## config.mk

```make
export PLATFORM = sky130hd
export DESIGN_NAME = da_sequencer
export DESIGN_NICKNAME = d
export VERILOG_FILES = /design/src/rtl/da_sequencer.sv
export SDC_FILE = /design/constraint.sdc
export NUM_CORES = 1
export LEC_CHECK = 0
export ABC_CLOCK_PERIOD_IN_PS = 5250
export BUFFER_PORTS_ARGS = -buffer_cell sky130_fd_sc_hd__buf_2
export CAP_MARGIN = 10
export CORE_MARGIN = 2
export CORE_UTILIZATION = 40
export DETAILED_ROUTE_END_ITERATION = 10
export SYNTH_ARGS = -nofsm -noshare
export SYNTH_HDL_FRONTEND = slang
export SYNTH_SLANG_ARGS = --single-unit
```

## constraint.sdc

```tcl
create_clock -name dack -period 5.25 [get_ports dack]
set_clock_uncertainty 0.2 [all_clocks]
set_input_delay 0.7875 -clock dack [delete_from_list [all_inputs] [get_ports dack]]
set_output_delay 0.7875 -clock dack [all_outputs]
set_load 0.02 [all_outputs]
```

## src/rtl/da_sequencer.sv

```systemverilog
// da_sequencer: preloaded-FIFO playback controller that owns the DA_block
// we/din/outflag pins. The host fills the FIFO while IDLE, then start plays every
// stored sample at a programmed interval, followed by a fixed-length outflag burst.
module da_sequencer #(
    parameter int unsigned DW       = 8,
    parameter int unsigned AW       = 4,
    parameter int unsigned DIV_W    = 8,
    parameter int unsigned FLAG_CYC = 5
) (
    input  logic             dack,
    input  logic             reset,
    input  logic             host_we,
    input  logic [DW-1:0]    host_din,
    input  logic [DIV_W-1:0] rate,
    input  logic             start,
    input  logic             abort,
    output logic             host_full,
    output logic [AW:0]      count,
    output logic             overflow,
    output logic             busy,
    output logic             done,
    output logic             da_we,
    output logic [DW-1:0]    da_din,
    output logic             da_outflag
);

    localparam int unsigned DEPTH = 2 ** AW;
    localparam int unsigned FW    = (FLAG_CYC > 1) ? $clog2(FLAG_CYC) : 1;
    localparam logic [AW:0] FULL_CNT = (AW+1)'(DEPTH);

    typedef enum logic [1:0] {
        IDLE,
        RUN,
        FLUSH
    } state_t;

    state_t            state;
    logic [DW-1:0]     mem [DEPTH];
    logic [AW-1:0]     wr_ptr;
    logic [AW-1:0]     rd_ptr;
    logic [DIV_W-1:0]  rate_q;
    logic [DIV_W-1:0]  div;
    logic [AW:0]       rem;
    logic [FW-1:0]     fcnt;
    logic              start_ok;
    logic              push_en;

    assign host_full = (count == FULL_CNT);
    assign busy      = (state != IDLE);

    // An accepted start takes the edge, so a simultaneous push is discarded
    always_comb begin
        start_ok = (state == IDLE) && !abort && start && (count != '0);
        push_en  = (state == IDLE) && !abort && host_we && !host_full && !start_ok;
    end

    // Sample storage; only written while IDLE, read while starting or running
    always_ff @(posedge dack) begin
        if (push_en) begin
            mem[wr_ptr] <= host_din;
        end
    end

    // Control FSM, FIFO pointers and all registered outputs
    always_ff @(posedge dack or negedge reset) begin
        if (!reset) begin
            state      <= IDLE;
            wr_ptr     <= '0;
            rd_ptr     <= '0;
            count      <= '0;
            rate_q     <= '0;
            div        <= '0;
            rem        <= '0;
            fcnt       <= '0;
            overflow   <= 1'b0;
            done       <= 1'b0;
            da_we      <= 1'b0;
            da_din     <= '0;
            da_outflag <= 1'b0;
        end else if (abort) begin
            state      <= IDLE;
            wr_ptr     <= '0;
            rd_ptr     <= '0;
            count      <= '0;
            done       <= 1'b0;
            da_we      <= 1'b0;
            da_outflag <= 1'b0;
        end else begin
            done <= 1'b0;
            case (state)
                IDLE: begin
                    if (start_ok) begin
                        rate_q   <= rate;
                        div      <= rate;
                        rem      <= count - 1'b1;
                        da_din   <= mem[rd_ptr];
                        rd_ptr   <= rd_ptr + 1'b1;
                        count    <= count - 1'b1;
                        da_we    <= 1'b1;
                        overflow <= 1'b0;
                        state    <= RUN;
                    end else if (push_en) begin
                        wr_ptr <= wr_ptr + 1'b1;
                        count  <= count + 1'b1;
                    end else if (host_we && host_full) begin
                        overflow <= 1'b1;
                    end
                end
                RUN: begin
                    if (div != '0) begin
                        div <= div - 1'b1;
                    end else if (rem != '0) begin
                        da_din <= mem[rd_ptr];
                        rd_ptr <= rd_ptr + 1'b1;
                        count  <= count - 1'b1;
                        rem    <= rem - 1'b1;
                        div    <= rate_q;
                    end else begin
                        da_we      <= 1'b0;
                        da_outflag <= 1'b1;
                        fcnt       <= FW'(FLAG_CYC - 1);
                        state      <= FLUSH;
                    end
                end
                FLUSH: begin
                    if (fcnt == '0) begin
                        da_outflag <= 1'b0;
                        done       <= 1'b1;
                        state      <= IDLE;
                    end else begin
                        fcnt <= fcnt - 1'b1;
                    end
                end
                default: begin
                    state <= IDLE;
                end
            endcase
        end
    end

endmodule

```

-- Word level (Yosys, flattened, before mapping)
Memories as Yosys holds them, arrays and structs flattened.
Index checks and enable logic that the tools add are counted.
W data, S select, Z words.
- output and inout port bits: 19
- input port bits: 21
- memories: 1
- flip-flop bits (word level): 51
- logic and storage cells: 128
- memory bits (writable): 128
- reductions and logical operators: 34
- bitwise logic cells: 1
- add/subtract/negate cells: 7
- eq/ne operators: 17
- muxes and demuxes: 55
- memories (memory ; words ; width ; read ports ; clocked after Yosys merged registers in ; wr ports ; line ; text):
    mem ; 16 ; 8 ; 1 ; 0 ; 1 ; 38 ; logic [DW-1:0] mem [DEPTH];
- operator list (kind ; count):
    $mux W8 ; 6
    $mux W5 ; 8
    $mux W4 ; 8
    $pmux W8 S2 ; 2
    $reduce_and A4 Y1 ; 7
    $pmux W5 S2 ; 2
    $ne A3 B3 Y1 const B ; 6
    $mux W1 ; 16
    $ne A2 B2 Y1 const B ; 7
    $reduce_bool A2 Y1 ; 6
    $mux W2 ; 5
    $reduce_and A5 Y1 ; 2
    $reduce_bool A5 Y1 ; 2
    $sub A5 B1 Y5 const B ; 2
    $mux W3 ; 3
    $add A4 B1 Y4 const B ; 2
    $pmux W4 S2 ; 1
    $reduce_bool A8 Y1 ; 1
    $sub A8 B1 Y8 const B ; 1
    $logic_and A1 B1 Y1 ; 7
    $pmux W2 S3 ; 1
    $pmux W3 S2 ; 1
    $reduce_and A3 Y1 ; 2
    $reduce_bool A3 Y1 ; 2
    11 further kinds ; 14

-- Depth between registers and ports, before layout
Gate-level depths: netlist of the first run.
- depth in word-level cells: 10
- mapped depth: 10

-- Worst setup path after synthesis of the first run
Ideal clock, no wire load.
- path type: input to register
- from: input abort
- to: memory mem[11][0], enable pin
- cell stages on the path: 5
- path slack: 2071 ps
- data required time: 4667 ps
- data arrival time: 2595 ps
- path buffers: 1
- cell sequence: clkbuf_1 -> or4b_1 -> a211oi_2 -> nand2_1 -> nor3_1
- longest elaborated chain between the ends: 8
- RTL lines (item ; line ; text):
    from (decl) ; 16 ; input logic abort,
    $logic_not A1 Y1 (*) ; 53, 54 ;
    $logic_and A1 B1 Y1 (*) ; 53, 54 ;
    $logic_and A1 B1 Y1 (2 in a row) ; 53 ; start_ok = (state == IDLE) && !abort && start && (count != '0);
    $logic_not A1 Y1 ; 54 ; push_en = (state == IDLE) && !abort && host_we && !host_full && !start_ok;
    $logic_and A1 B1 Y1 (*) ; 54 ;
    $mux W1 (*) ; 59 ; if (push_en) begin
    $mux W1 (not written as such) (*) ; 60 ; mem[wr_ptr] <= host_din;
    to (decl) ; 38 ;
Every way passes the cells marked *; elsewhere a longest branch is shown, timed or not.

-- Worst setup path after layout of the first run
- from: register count[0]
- to: memory mem[8][0], enable pin
- longest elaborated chain between the ends: 6
- RTL lines (item ; line ; text):
    from (decl) ; 18 ; output logic [AW:0] count,
    from (signal assigned) ; 98 ; count <= count - 1'b1;
    from (signal assigned) ; 104 ; count <= count + 1'b1;
    from (signal assigned) ; 115 ; count <= count - 1'b1;
    $eq A5 B5 Y1 / $reduce_bool A5 Y1 (equally long branches) ; 48, 53 ;
    $logic_not A1 Y1 / $logic_and A1 B1 Y1 (equally long branches) ; 54, 53 ;
    $logic_and A1 B1 Y1 / $logic_not A1 Y1 (equally long branches) ; 54 ;
    $logic_and A1 B1 Y1 (*) ; 54 ;
    $mux W1 (*) ; 59 ;
    $mux W1 (not written as such) (*) ; 60 ;
Marks and branches as above.

==> results of run 1 <==
==> registers in the layout (all words and copies together), names as in the netlist <==
register	cells
rd_ptr	4
da_outflag	1
wr_ptr	4
da_we	1
state	2
da_din	8
count	5
overflow	1
fcnt	3
rem	5
div	8
done	1
rate_q	8
mem	128
==> metal layers <==
| metal | vias to the layer above | wire [um] | global-route usage, % |
|---|---|---|---|
| met5 | - | 0 | 0 |
| met4 | 0 | 236 | 5.47 |
| met3 | 18 | 1030 | 4.34 |
| met2 | 150 | 7800 | 26.2 |
| met1 | 2275 | 7390 | 22.9 |
| li1 | 2074 | - | - |
==> worst reg2reg max path: cells and delay by family (launching register included) <==
family,cells,cell delay (ns)
AO/OA/AOI/OAI,1,0.26
adder cells (fa/ha/maj),1,0.26
buffers and inverters,2,0.33
flip-flops,1,0.47
AND/OR/NAND/NOR,3,1.38
==> Yosys cell counts, drive strengths merged, types with 3 or more instances <==
cell type / number
or4b: 3
a21oi: 19
nand2: 32
o21ai: 20
nor3b: 4
nor3: 13
ha: 12
nor4: 4
or3: 3
mux2i: 7
buf: 12
and2: 9
o2bb2ai: 3
mux2: 17
inv: 19
xnor2: 9
a22oi: 16
dfrtp: 51
o211ai: 3
nand3: 9
clkbuf: 16
mux4: 32
nor2b: 6
nor2: 31
nand2b: 5
edfxtp: 128
xor2: 4
o21a: 3
a31oi: 5
==> cell usage in the layout (no fill, tap or decap), drive strengths merged, types with 3 or more instances in the layout <==
cell type / instances
nand2b: 5
edfxtp: 128
nor4: 4
o21ai: 20
o21a: 3
buf: 44
a21oi: 19
nand3: 9
and2: 9
or4b: 3
or3: 3
mux2i: 7
a22oi: 16
ha: 12
nand2: 32
o211ai: 3
nor2b: 6
xnor2: 9
mux4: 32
nor3: 13
inv: 29
clkbuf: 19
nor2: 31
nor3b: 4
mux2: 17
a31oi: 5
xor2: 4
dfrtp: 51
o2bb2ai: 3
==> cell families after synthesis <==
kind of cell | share of synthesized area, %
flops | 65.3
xor+xnor | 1.45
compound gates | 7.41
buf+inv | 2.44
mux | 12.5
fa+ha+maj | 1.92
simple gates | 8.95
==> layout make-up <==
class                      instances  share of cell area, %
sequential                       179                   57.7
multi-input combinational        298                   28.5
clock buffer                      18                   4.84
tap                              265                   3.74
timing repair buffer              45                   2.71
clock inverter                    14                   1.66
inverter                          19                  0.804
==> metrics by stage <==
step                std cells  setup slack, ns  hold slack, ns
floorplan                 524             2.07           0.253
global placement          805             1.70           0.267
detailed placement        805             1.60           0.274
CTS                       837             1.90           0.286
global route              838             1.74           0.318
finish                    838             1.99           0.255
==> where the power goes <==
part           internal, mW  switching [mW]  total [mW]  leakage [nW]
Combinational         0.554           0.689        1.24          1.08
Sequential             1.68           0.183        1.87          1.79
Clock                 0.637           0.588        1.23         0.278
Total                  2.87            1.46        4.33          3.15
==> path summary, 6_finish.rpt <==
check	endpoint	slack, ns	cells past startpoint
max in group asynchronous	rd_ptr[0]$_DFFE_PN0P_	4.10	2
hold / removal	da_din[2]$_DFFE_PN0P_	0.25	2
min in group dack	rate_q[1]$_DFFE_PN0P_	0.30	1
setup reg to reg	mem[8][0]$_DFFE_PP_	1.99	7
hold reg to reg	rate_q[1]$_DFFE_PN0P_	0.30	1
setup / recovery	mem[8][0]$_DFFE_PP_	1.99	7
==> impl_metrics.csv, run 1 <==
group,metric,value,unit
global_routing,grt_overflow_total,0,
layout,syn_to_final_growth,13.1,%
layout,diodes,0,
clocking,insertion_delay,0.43,ns
route,drtPass1Iterations,5,
clocking,clock-root-buffer,"clkbuf_16",
clocking,postCtsHoldBufs,0,
floorplanning,initial_core_util,40.5,%
clocking,h-tree-depth,4,
layout,fin_util,45.9,%
layout,seqCellArea,5120,um^2
global_routing,grt_first_pass_wirelength,25300,um
sta,finalSetupTns,0,ns
synth,synth_seq_cells,179,
flow_run,drv_cap,0,
clocking,cts_resized,0,
critical_path,slowest_delay,0.87,ns
layout,drive_above_1_share,22.5,%
layout,finalInstanceArea,8870,um^2
layout,multi_input_area,2530,um^2
synth,synth.distinct_cells,63,
synth,yosysTopAreaCell,"edfxtp_1",
synth,ys_async_sr_fraction,28.5,%
clocking,cts_buffers,17,
synth,synth_edf_count,128,
pwr,power,4.33,mW
floorplanning,die_area,20700,um^2
worst_hold_path,holdCritPathClass,"in -> async",
status,status,"finished, final reports clean",
critical_path,rr_startpoint,"count[0]$_DFFE_PN0P_",
critical_path,slowest_stage,"nor3_1",
sta,period_needed,3.26,ns
pwr,vdd_drop_max,0.000183,V
placed_design,place.detailed.hpwl,11200,um
route,via_per_inst,5.39,
critical_path,critical_path_buf_inv_count,2,
floorplanning,die_y,144,um
placed_design,place_congestion,0.822,
synth,dominantRegCellSynth,"edfxtp_1",
synth,syn_avg_cell_area,15.0,um^2
placed_design,port_buffers,39,
route,drtIter0Drc,326,
sta,hold_viol,0,
synth,syn-cell-area,7840,um^2
clocking,cts_tree,"done",
pwr,p_leak,3.15,nW
clocking,postCtsSetupBuffers,0,
route,routed_wl,16400,um
pwr,powerDensity,489,nW/um^2
sta,fmax,0.306,GHz
critical_path,arrival,3.11,ns
route,vias,4517,
synth,synth_nets,557,
placed_design,place_area,8290,um^2
floorplanning,ios,40,
sta,setup_violations,0,
critical_path,crit_family,"simple AND/OR/NAND/NOR gates",
layout,fin_nets,593,
critical_path,crit_path_start_kind,"register",
floorplanning,coreArea,19300,um^2
global_routing,grt_pass1_vias,4516,
critical_path,critPathRequiredTime,5.10,ns
critical_path,critPathMaxFanout,9,
global_routing,antenna_found_initial,0,
synth,yosysWarnings,0,
clocking,clockBufferDepth,2,
floorplanning,die-width,144,um
global_routing,track_usage,16.7,%
synth,synth_seq_area_share,65.3,%
clocking,clk_pin_slew,0.07,ns
sta,drv_slew,0,
critical_path,path_cells,"inv_1, ha_1, or3b_1, a211oi_2, buf_4, nand2_1, nor3_1",
sta,worstMarginPinSlew,1.12,ns
route,wl_per_cell,19.6,um
critical_path,worstSetupPathType,"reg -> reg",
route,ant_nets,0,
sta,post-route-period-util,62.2,%
sta,slew_headroom,25.0,%
synth,synth_top_cells_by_area,"edfxtp_1 (49%), dfrtp_1 (16%), mux4_2 (9.2%)",
synth,syn-instance-count,524,
clocking,clock_sinks,179,
sta,rsz0062_at_grt,"false",
critical_path,endpoint_kind,"register",
global_routing,grt_max_degree,52,
synth,yosysTopAreaCellShare,49.0,%
critical_path,crit_start,"count[0]$_DFFE_PN0P_",
floorplanning,rows,51,
layout,fillCellCount,1671,
route,drc,0,
Power figures use the tool's default switching activity.
==> run 2, diff against run 1 <==
--- a/config.mk
+++ b/config.mk
@@ -5,7 +5,7 @@
 export SDC_FILE = /design/constraint.sdc
 export NUM_CORES = 1
 export LEC_CHECK = 0
-export ABC_CLOCK_PERIOD_IN_PS = 5250
+export ABC_CLOCK_PERIOD_IN_PS = 2800
 export BUFFER_PORTS_ARGS = -buffer_cell sky130_fd_sc_hd__buf_2
 export CAP_MARGIN = 10
 export CORE_MARGIN = 2
==> constraint.sdc (replaced) <==
create_clock -name dack -period 2.8 [get_ports dack]
set_clock_uncertainty 0.2 [all_clocks]
set_input_delay 0.42 -clock dack [delete_from_list [all_inputs] [get_ports dack]]
set_output_delay 0.42 -clock dack [all_outputs]
set_load 0.02 [all_outputs]
==> run 2 against run 1 <==
Compared with the run above:
- hold slack got worse by 0.24 ns
- fmax up 24%
- sequential power grew 82%
- sequential share of layout area fell by 1.7 points
- final cell count up 2.9%
- critical path depth stayed put
- via count is 1.2% higher
- core utilization is 1.4 points higher
- largest power group unchanged
==> impl_metrics.csv, run 2 (same netlist as run 1, synthesis figures left out) <==
group,metric,value,unit
floorplanning,die-width,144,um
placed_design,place.detailed.hpwl,11400,um
global_routing,grt_first_pass_wirelength,25900,um
critical_path,crit_family,"simple AND/OR/NAND/NOR gates",
clocking,cts_tree,"done",
sta,period_needed,2.64,ns
worst_hold_path,holdPathStages,2,
route,drc,0,
critical_path,r2r.worst_path.cells,7,
route,wl_per_cell,19.4,um
clocking,cts_buffers,17,
status,status,"finished, final reports clean",
floorplanning,coreArea,19300,um^2
route,drtIter0Drc,344,
sta,whs,0.0195,ns
critical_path,worst-path-stages,7,
clocking,clock_sinks,179,
worst_hold_path,holdCritPathClass,"in -> reg",
floorplanning,die_y,144,um
clocking,clk_pin_slew,0.07,ns
layout,top_register,"mem",
layout,largest_register_ffs,128,
route,via_per_inst,5.30,
sta,fmax,0.379,GHz
sta,post-route-period-util,94.2,%
floorplanning,initial_core_util,40.5,%
critical_path,slowest_stage,"or3b_1",
pwr,p_leak,3.31,nW
critical_path,critical_path_buf_inv_count,2,
sta,setup_violations,0,
sta,hold_viol,0,
route,vias,4569,
layout,syn_to_final_growth,16.6,%
layout,fin_util,47.3,%
critical_path,critPathRequiredTime,2.69,ns
global_routing,antenna_found_initial,0,
floorplanning,ios,40,
placed_design,port_buffers,39,
floorplanning,rows,51,
flow_run,drv_cap,0,
clocking,clockBufferDepth,2,
route,drtPass1Iterations,5,
sta,worstMarginPinSlew,0.651,ns
layout,most-common-layout-cells,"edfxtp_1 (128), dfrtp_1 (50), buf_2 (39), nand2_1 (32), mux4_2 (32)",
sta,slew_headroom,56.6,%
critical_path,path_cells,"inv_1, ha_1, or3b_1, a211oi_4, buf_4, and3_1, and2_1",
global_routing,grt_pass1_vias,4645,
clocking,clock-root-buffer,"clkbuf_16",
global_routing,grt_max_degree,36,
pwr,vdd_drop_max,0.000357,V
layout,drive_above_1_share,27.0,%
route,routed_wl,16700,um
critical_path,slowest_delay,0.40,ns
layout,final_common_cell,"edfxtp_1",
floorplanning,die_area,20700,um^2
sta,drv_slew,0,
layout,diodes,0,
clocking,postCtsSetupBuffers,0,
critical_path,critPathMaxFanout,8,
route,ant_nets,0,
layout,fin_cells,862,
critical_path,worstSetupPathType,"reg -> reg",
clocking,insertion_delay,0.43,ns
pwr,powerDensity,911,nW/um^2
placed_design,place_congestion,0.794,
clocking,h-tree-depth,4,
critical_path,arrival,2.53,ns
critical_path,endpoint_kind,"register",
global_routing,grt_overflow_total,0,
critical_path,crit_path_start_kind,"register",
global_routing,track_usage,17.0,%
placed_design,dp.cells,829,
layout,fin_nets,617,
==> run 2: cell count changes in the layout (fill, tap and decap cells not counted), moves of 3 or more <==
cell,change
and2_1,-4
clkinv_8,+3
nor3_2,+4
and2_2,+4
buf_4,+22
nor3_1,-4
==> run 2: cell type report <==
cell class	count	area [um^2]
Fill cell	1672	10200
Sequential cell	179	5120
Multi-Input combinational cell	298	2570
Timing Repair Buffer	69	448
Clock buffer	17	425
Tap cell	265	332
Clock inverter	15	174
Inverter	19	71.3
==> run 2: worst reg2reg max path, stage by stage (launching register included) <==
cell and delay [ns]:
dfrtp_1 0.38, inv_1 0.09, ha_1 0.16, or3b_1 0.40
a211oi_4 0.31, buf_4 0.20, and3_1 0.22, and2_1 0.36
==> run 2: timing repair <==
action | 4_1_cts | 5_1_grt
gates resized for setup | 0 | 5
hold buffers | 1 | 0
endpoints found under the hold margin | 26 | 0
setup endpoints to repair | 0 | 18
==> run 2: path summary, 6_finish.rpt <==
kind                       slack (ns)                endpoint             startpoint
max in group asynchronous        1.39  da_outflag$_DFFE_PN0P_                  reset
setup / recovery                 0.16    mem[13][7]$_DFFE_PP_   count[0]$_DFFE_PN0P_
hold / removal                   0.02   rate_q[4]$_DFFE_PN0P_                rate[4]
setup reg to reg                 0.16    mem[13][7]$_DFFE_PP_   count[0]$_DFFE_PN0P_
min in group asynchronous        0.35   da_din[4]$_DFFE_PN0P_                  reset
hold reg to reg                  0.29   rate_q[5]$_DFFE_PN0P_  rate_q[5]$_DFFE_PN0P_
==> run 2: metal layers <==
metal  part of all wire, %  vias to the layer above  routed length, um  track usage [%]
met5                     0                        -                  0                0
met4                   1.5                        0                244             5.21
met3                   4.4                       19                739             3.61
met2                    52                      110               8630             29.3
met1                    42                     2311               7090             21.8
li1                      -                     2129                  -                -
==> run 2: through the flow <==
| stage | power [mW] | setup WS, ns | cell area, um^2 | setup TNS [ns] |
|---|---|---|---|---|
| after floorplan | 5.29 | -0.000919 | 7870 | -0.0318 |
| after global placement | 6.00 | 0.141 | 8520 | 0 |
| after detailed placement | 6.06 | 0.120 | 8520 | 0 |
| after CTS | 8.40 | 0.102 | 9130 | 0 |
| after global routing | 8.79 | -0.00231 | 9140 | -0.00666 |
| final | 8.33 | 0.161 | 9140 | 0 |
==> run 2: power by group <==
| group | internal, mW | total [mW] | switching [mW] |
|---|---|---|---|
| logic | 1.16 | 2.58 | 1.42 |
| registers | 3.15 | 3.41 | 0.251 |
| clock network | 1.21 | 2.34 | 1.13 |
| total | 5.52 | 8.33 | 2.81 |
